<file path="src/rtl/binary_divmod.sv">
// binary_divmod: multi-cycle restoring divider, one quotient bit per clock.
// The dividend shift register doubles as the working quotient as bits shift in.
module binary_divmod #(
   parameter int SIZE = 3
) (
   input  logic              clk,
   input  logic              reset_n,
   input  logic              valid,
   input  logic [2*SIZE-1:0] dividend,
   input  logic [SIZE-1:0]   divisor,
   output logic              busy,
   output logic              ready,
   output logic [2*SIZE-1:0] quotient,
   output logic [SIZE-1:0]   remainder,
   output logic              div_by_zero
);
   localparam int CW = $clog2(2*SIZE);
   typedef enum logic [1:0] {IDLE, RUN, DONE} state_t;
   state_t            state_q, state_d;
   logic [CW-1:0]     cnt_q, cnt_d;
   logic [2*SIZE-1:0] work_q, work_d, quot_q, quot_d;
   logic [SIZE-1:0]   dvs_q, dvs_d, rem_q, rem_d;
   logic [SIZE:0]     part_q, part_d, part_sh, part_sub;
   logic              dbz_q, dbz_d, ge;
   always_comb begin
      part_sh  = {part_q[SIZE-1:0], work_q[2*SIZE-1]};
      ge       = part_sh >= {1'b0, dvs_q};
      part_sub = part_sh - {1'b0, dvs_q};
      state_d  = state_q;
      cnt_d    = cnt_q;
      work_d   = work_q;
      dvs_d    = dvs_q;
      part_d   = part_q;
      quot_d   = quot_q;
      rem_d    = rem_q;
      dbz_d    = dbz_q;
      if (state_q == RUN) begin
         part_d = ge ? part_sub : part_sh;
         work_d = {work_q[2*SIZE-2:0], ge};
         cnt_d  = (cnt_q == '0) ? cnt_q : cnt_q - CW'(1);
         if (cnt_q == '0) begin
            state_d = DONE;
            quot_d  = work_d;
            rem_d   = part_d[SIZE-1:0];
            dbz_d   = 1'b0;
         end
      end else if (valid) begin
         // Zero divisor skips the iteration and reports a saturated quotient.
         if (divisor == '0) begin
            state_d = DONE;
            quot_d  = '1;
            rem_d   = dividend[SIZE-1:0];
            dbz_d   = 1'b1;
         end else begin
            state_d = RUN;
            work_d  = dividend;
            dvs_d   = divisor;
            part_d  = '0;
            cnt_d   = CW'(2*SIZE-1);
         end
      end
   end
   always_ff @(posedge clk or negedge reset_n) begin
      if (!reset_n) begin
         state_q <= IDLE;
         cnt_q   <= '0;
         work_q  <= '0;
         dvs_q   <= '0;
         part_q  <= '0;
         quot_q  <= '0;
         rem_q   <= '0;
         dbz_q   <= 1'b0;
      end else begin
         state_q <= state_d;
         cnt_q   <= cnt_d;
         work_q  <= work_d;
         dvs_q   <= dvs_d;
         part_q  <= part_d;
         quot_q  <= quot_d;
         rem_q   <= rem_d;
         dbz_q   <= dbz_d;
      end
   end
   assign busy        = state_q == RUN;
   assign ready       = state_q == DONE;
   assign quotient    = quot_q;
   assign remainder   = rem_q;
   assign div_by_zero = dbz_q;
endmodule
</file>
<file path="config.mk">
export PLATFORM = sky130hd
export DESIGN_NAME = binary_divmod
export DESIGN_NICKNAME = d
export VERILOG_FILES = /design/src/rtl/binary_divmod.sv
export SDC_FILE = /design/constraint.sdc
export NUM_CORES = 1
export LEC_CHECK = 0
export BUFFER_PORTS_ARGS = -buffer_cell sky130_fd_sc_hd__buf_4
export CAP_MARGIN = 20
export CORE_MARGIN = 2
export CORE_UTILIZATION = 55
export CTS_CLUSTER_SIZE = 20
export DETAILED_ROUTE_END_ITERATION = 10
export PLACE_DENSITY_LB_ADDON = 0.2
export SLEW_MARGIN = 20
export SYNTH_ARGS = -nofsm -noshare
export SYNTH_HDL_FRONTEND = slang
export SYNTH_SLANG_ARGS = --single-unit
</file>
<file path="constraint.sdc">
create_clock -name clk -period 2.4 [get_ports clk]
set_clock_uncertainty 0.15 [all_clocks]
set_input_delay 0 -clock clk [delete_from_list [all_inputs] [get_ports clk]]
set_output_delay 0 -clock clk [all_outputs]
set_load 0.005 [all_outputs]
</file>
# Yosys cells after proc, flatten, opt, wreduce, memory -nomap -nowiden
# Cells that the tools add are included.
# word_totals
regBits	27
wordCells	54
inputBits	12
# classes
add_sub_neg	2
bitwise	2
order_cmp	1
n_mux	27
n_reduce_logical	9
n_eq_ne	5
# op_table
operator	n
6-bit two-way mux	7
3-bit two-way mux	12
3-bit AND reduction	3
2-bit two-way mux	4
3-bit zero test	2
4-bit by 3-bit >= comparator with 1-bit output	1
1-bit two-way mux	4
2-bit != test (second input constant)	2
2-bit AND reduction	2
2-bit nonzero test	2
3-bit by 1-bit subtractor with 3-bit output (second input constant)	1
3-bit subtractor	1
2-bit by 1-bit == test with 1-bit output (second input constant)	1
2-bit == test (second input constant)	1
2-bit by 1-bit != test with 1-bit output (second input constant)	1
1-bit NOT	2

# Logic depth before layout (Yosys ltp)
# logic_depth
depth_word	4
ltp_mapped	6
depth_no_buf	6

# Least setup slack after synthesis
# No wires, ideal clock.
# synth_timing
kind	register to register
start	register work_q[5]
end	register rem_q[1], in the netlist remainder[1]
path_buffers	0
path_slack_ps	598
arrival_ps	1500
stages_incl_launch_ff	7
t_required_ps	2097
period_less_slack_ps	1802
setup_ps	153
path_cell_list	dfrtp_1 inv_1 ha_1 fa_1 a21boi_0 o2111ai_1 a41oi_1
# synth_between
elab_chain_len	4
# synth_rtl
element	line	text
start: declaration	21	logic [2*SIZE-1:0] work_q, work_d, quot_q, quot_d;
start signal: assignment	76	work_q <= work_d;
4-bit by 3-bit >= comparator with 1-bit output / 3-bit subtractor (equally long branches)	27, 28	
3-bit two-way mux *	38	part_d = ge ? part_sub : part_sh;
3-bit two-way mux *	41	if (cnt_q == '0) begin
3-bit two-way mux *	37	if (state_q == RUN) begin
end signal: assignment	80	rem_q <= rem_d;
end: declaration	22	logic [SIZE-1:0] dvs_q, dvs_d, rem_q, rem_d;
# Mark *: on every way between the ends. The rest lies on a longest branch, timed or not. The select of a mux whose other input is x is not followed.
# A chain may end at the register's enable or synchronous reset.

# Worst setup path in the final report
# layout_timing
start	register state_q[1]
end	register work_q[5]
# layout_between
elab_chain_len	3
# layout_rtl
element	line	text
start: declaration	19	state_t state_q, state_d;
start signal: assignment	74	state_q <= state_d;
2-bit by 1-bit == test with 1-bit output *	37	
2-bit != test (no line) / 2-bit nonzero test (equally long branches)	n/a	
2-bit AND reduction (no line)	n/a	
# Mark *: on every way between the ends. The rest lies on a longest branch, timed or not.

==> qor_table.md <==
| Group | Parameter | Reported |
|:---|:---|:---|
| outcome | Status | complete, no violations |
| routing | Wirelength, routed | 3380 um |
| placed design | I/O Buffers | 23 |
| worst setup path | Reg-to-reg endpoint | work_q[5]$_DFFE_PN0P_ |
| timing | Number of hold violations in the final report | 0 |
| timing | Max-slew violations | 0 |
| routing | Detailed router's first-iteration violation count | 57 |
| cells and area | Post-route design area | 1840 sq um |
| clock network | Num Clock Sinks | 27 |
| clock network | Cell at the root of the clock tree | sky130_fd_sc_hd__clkbuf_4 |
| placed design | Detailed-placement wirelength estimate | 2320 um |
| die | Initial core utilization | 58.7% |
| worst hold path | Hold Path Stages | 1 |
| clock network | Number of H-tree branching levels | 1 |
| global route | Antenna violations before repair | 0 |
| synthesis | Dominant combinational cell family by area after synthesis | compound AO/OA/AOI/OAI gates |
| power | Static power due to leakage | 0.841 nW |
| routing | Per-cell routed wire length | 16.0 um |
| worst setup path | Maximum fanout encountered on the critical timing path | 32 |
| synthesis | Proportion of netlist area held by the largest area contributor | 46.1% |
| power | Net load switching power | 0.976 mW |
| worst setup path | Endpoint class of the critical path | flop |
| cells and area | Number of filler instances in the final layout | 182 |
| cells and area | Area of the multi-input gates | 697 sq um |
| synthesis | Multiplexer fraction of the synthesized cell area | 3.41% |
| global route | Global Route Usage Sum | 23.0% |
| synthesis | Number of enable flip-flop cells after synthesis | 0 |
| cells and area | Fraction of final layout cells with drive strength greater than 1 | 19.3% |
| global route | Vias in the first global route | 1,261 |
| die | Total I/O pin count | 24 |
| global route | Maximum number of pins on one net before global-route repair | 33 |
| clock network | Number of gates given a new drive strength after cts | 0 |
| synthesis | Syn nets | 162 |
| synthesis | Primary flip-flop cell chosen by synthesis mapping | sky130_fd_sc_hd__dfrtp_1 |
| timing | Post-route clock period utilization | 92.9% |
| worst setup path | Worst Path Required | 2.46 ns |
| synthesis | Compound-gate portion of the synthesized area | 20.6% |
| timing | Slew margin rel. | 45.7% |
| cells and area | Post-layout nets | 200 |
| clock network | TritonCTS Buffers | 3 |
| cells and area | FF+latch area | 676 sq um |
| timing | Worst slew pin tran | 0.810 ns |
| power | Int Power | 1.34 mW |
| worst hold path | Class of the tightest hold or removal check | flop to flop |
| synthesis | Area share of and/or/nand/nor cells after synthesis | 17.3% |
| worst setup path | Critical path startpoint category | flop |
| clock network | Clk_lat worst skew | 0.31 ns |
| run | Count of maximum capacitance violations | 0 |
| worst setup path | FF-to-FF path depth | 5 |
| synthesis | Post-synth ARST share | 100% |
| clock network | CTS tree | built |
| synthesis | Largest cells by area after synthesis | sky130_fd_sc_hd__dfrtp_1, sky130_fd_sc_hd__nand3_1, sky130_fd_sc_hd__ha_1, sky130_fd_sc_hd__mux2i_1, sky130_fd_sc_hd__o21ai_0 |
| synthesis | Cell accounting for the most synthesized area | sky130_fd_sc_hd__dfrtp_1 |
| routing | Count of TritonRoute iterations in the first routing pass | 4 |
| worst setup path | Internal reg-to-reg setup slack | 0.17 ns |
| die | Die Wd | 55.6 um |
| cells and area | Antenna diode count | 0 |
| power | Power per standard cell area | 1260 nW/um^2 |
| placed design | Weighted congestion at the end of routability-driven global placement | 0.990 |
| clock network | Clock tree buffer depth | 2 |
| routing | Number of vias in the routed layout | 1,267 |
| synthesis | Sequential-to-total area share from yosys stat | 46.1% |
| power | Maximum vdd ir drop | 0.000882 V |
| worst hold path | Hold_sp | cnt_q[0]$_DFFE_PN0P_ |
| cells and area | Area added between synthesis and finish | 25.3% |
| power | Clock group share of total power | 8.1% |
| timing | Min Tclk post-route | 2.23 ns |
| power | Sequential power share | 36.3% |
| global route | GRT Residual Overflow | 0 |
| timing | Final-layout setup total negative slack | 0 ns |
| synthesis | Distinct cells, synth | 40 |
| synthesis | Synth top cells by count | sky130_fd_sc_hd__dfrtp_1, sky130_fd_sc_hd__nand3_1, sky130_fd_sc_hd__inv_1 |
| clock network | Post-CTS Repair Setup Buffers | 0 |
| clock network | Post-CTS clock slew at the launch and capture registers of the worst setup and hold paths | 0.14 ns |
| synthesis | Total standard cell area after synthesis | 1470 sq um |
| die | Die area | 3100 sq um |
| synthesis | Adder-cell area share of the yosys netlist | 5.63% |
| timing | Highest clock rate | 0.448 GHz |
| synthesis | Avg Cell Area, Syn | 10.2 sq um |
| synthesis | Post-synthesis instance total | 144 |
| die | Cell row count | 18 |
| timing | Setup violation total in the final timing report | 0 |
| power | Logic gate share of total power | 55.6% |
| placed design | Standard cell area after detailed placement | 1630 sq um |
| synthesis | Leading cell type by number of instances after synthesis | sky130_fd_sc_hd__dfrtp_1 |
| timing | Unrepaired setup endpoints after global routing | no |
| synthesis | Share of the synthesized netlist area taken by xor and xnor gates | 0.597% |
| die | Floorplan Core Area | 2500 sq um |
| worst setup path | Startpoint of the worst register-to-register path | state_q[1]$_DFFE_PN0P_ |
| global route | First-pass GRT wire length | 5620 um |
| routing | Post-detailed-route DRC marker count | 0 |
| worst setup path | Path type of the worst setup path | flop to flop |
| synthesis | Synth Register Bits | 27 |
| clock network | # hold bufs at CTS | 17 |
| routing | Antenna-violating nets left | 0 |
| worst setup path | Critical path data arrival time | 2.29 ns |
| routing | Routed vias/inst | 6.00 |
| die | Chip height | 55.6 um |
| power | Sw frac | 42.1% |
| synthesis | Count of yosys warnings during synthesis | 0 |
| worst setup path | CP startpoint | state_q[1]$_DFFE_PN0P_ |
| worst hold path | WHS Endpoint | cnt_q[0]$_DFFE_PN0P_ |
worst max-delay path by stage:
stage	slack, ns	to	cells after the start
final	0.17	work_q[5]$_DFFE_PN0P_	5
after global routing	0.01	work_q[5]$_DFFE_PN0P_	5
after CTS	0.22	work_q[5]$_DFFE_PN0P_	5
after detailed placement	0.44	remainder[0]$_DFFE_PN0P_	6
after global placement	0.52	remainder[1]$_DFFE_PN0P_	6
after floorplan	0.60	remainder[1]$_DFFE_PN0P_	6
per-layer routing:
metal / wire length, um / up-vias / track usage (%)
li1: - / 602 / -
met1: 1420 / 617 / 29.2
met2: 1770 / 44 / 41.8
met3: 161 / 4 / 3.26
met4: 37 / 0 / 4.18
met5: 0 / - / 0
kinds of logic (layout without fill, tap and decap cells):
logic type,Yosys count,count (layout)
AO/OA/AOI/OAI,38,38
XOR/XNOR,1,1
adder cells (fa/ha/maj),6,6
buffers and inverters,20,57
flip-flops,27,27
multiplexers,5,5
AND/OR/NAND/NOR,47,47
placed cells by master, fill, tap and decap left out, types with 2 or more instances in the layout:
cell | synthesis | layout
sky130_fd_sc_hd__dfrtp_1 | 27 | 27
sky130_fd_sc_hd__nor2b_1 | 3 | 3
sky130_fd_sc_hd__ha_1 | 5 | 5
sky130_fd_sc_hd__a21oi_1 | 4 | 4
sky130_fd_sc_hd__dlygate4sd3_1 | 0 | 16
sky130_fd_sc_hd__o2111ai_1 | 3 | 3
sky130_fd_sc_hd__buf_4 | 2 | 23
sky130_fd_sc_hd__nor2_1 | 9 | 9
sky130_fd_sc_hd__o21ai_0 | 10 | 10
sky130_fd_sc_hd__nand2_1 | 9 | 9
sky130_fd_sc_hd__o31ai_1 | 2 | 2
sky130_fd_sc_hd__mux2i_1 | 5 | 5
sky130_fd_sc_hd__a311oi_1 | 3 | 3
sky130_fd_sc_hd__clkbuf_4 | 0 | 3
sky130_fd_sc_hd__o311ai_0 | 2 | 2
sky130_fd_sc_hd__inv_1 | 12 | 12
sky130_fd_sc_hd__a41oi_1 | 3 | 3
sky130_fd_sc_hd__nand3_1 | 17 | 17
sky130_fd_sc_hd__a32o_1 | 3 | 3
registers in the layout, indices dropped and copies added, names as in the netlist:
register     cells
div_by_zero      1
state_q          2
cnt_q            3
dvs_q            3
part_q           3
quotient         6
remainder        3
work_q           6
per-stage QoR:
step,setup WS [ns],instances,power (mW),util [%],hold WS [ns]
floorplan,0.598,144,1.69,-,-0.446
global placement,0.524,190,1.99,65.3,-0.221
detailed placement,0.438,190,2.04,65.3,-0.219
CTS,0.221,211,2.31,73.5,0.343
global route,0.0122,211,2.52,73.5,0.372
finish,0.170,211,2.32,73.5,0.340
power groups by stage:
stage	logic [mW]	registers, mW	clock network (mW)
2_1_floorplan	0.877	0.817	0
3_3_place_gp	1.14	0.841	0
3_5_place_dp	1.19	0.851	0
4_1_cts	1.27	0.840	0.194
5_1_grt	1.44	0.870	0.210
6_report	1.29	0.842	0.188
worst max-delay path: stages, from the launching register on:
cell and delay, ns:
sky130_fd_sc_hd__dfrtp_1 0.43, sky130_fd_sc_hd__nand2b_4 0.39, sky130_fd_sc_hd__inv_2 0.20, sky130_fd_sc_hd__a21oi_4 0.26, sky130_fd_sc_hd__o21ai_0 0.13, sky130_fd_sc_hd__dlygate4sd3_1 0.56
area by class of cell:
class                      count  share of cell area [%]
timing repair buffer          40                    19.2
tap                           30                    2.04
clock buffer                   4                    1.43
sequential                    27                    36.8
inverter                      13                    2.65
multi-input combinational     97                    37.9
(Power assumes the default switching activity.)
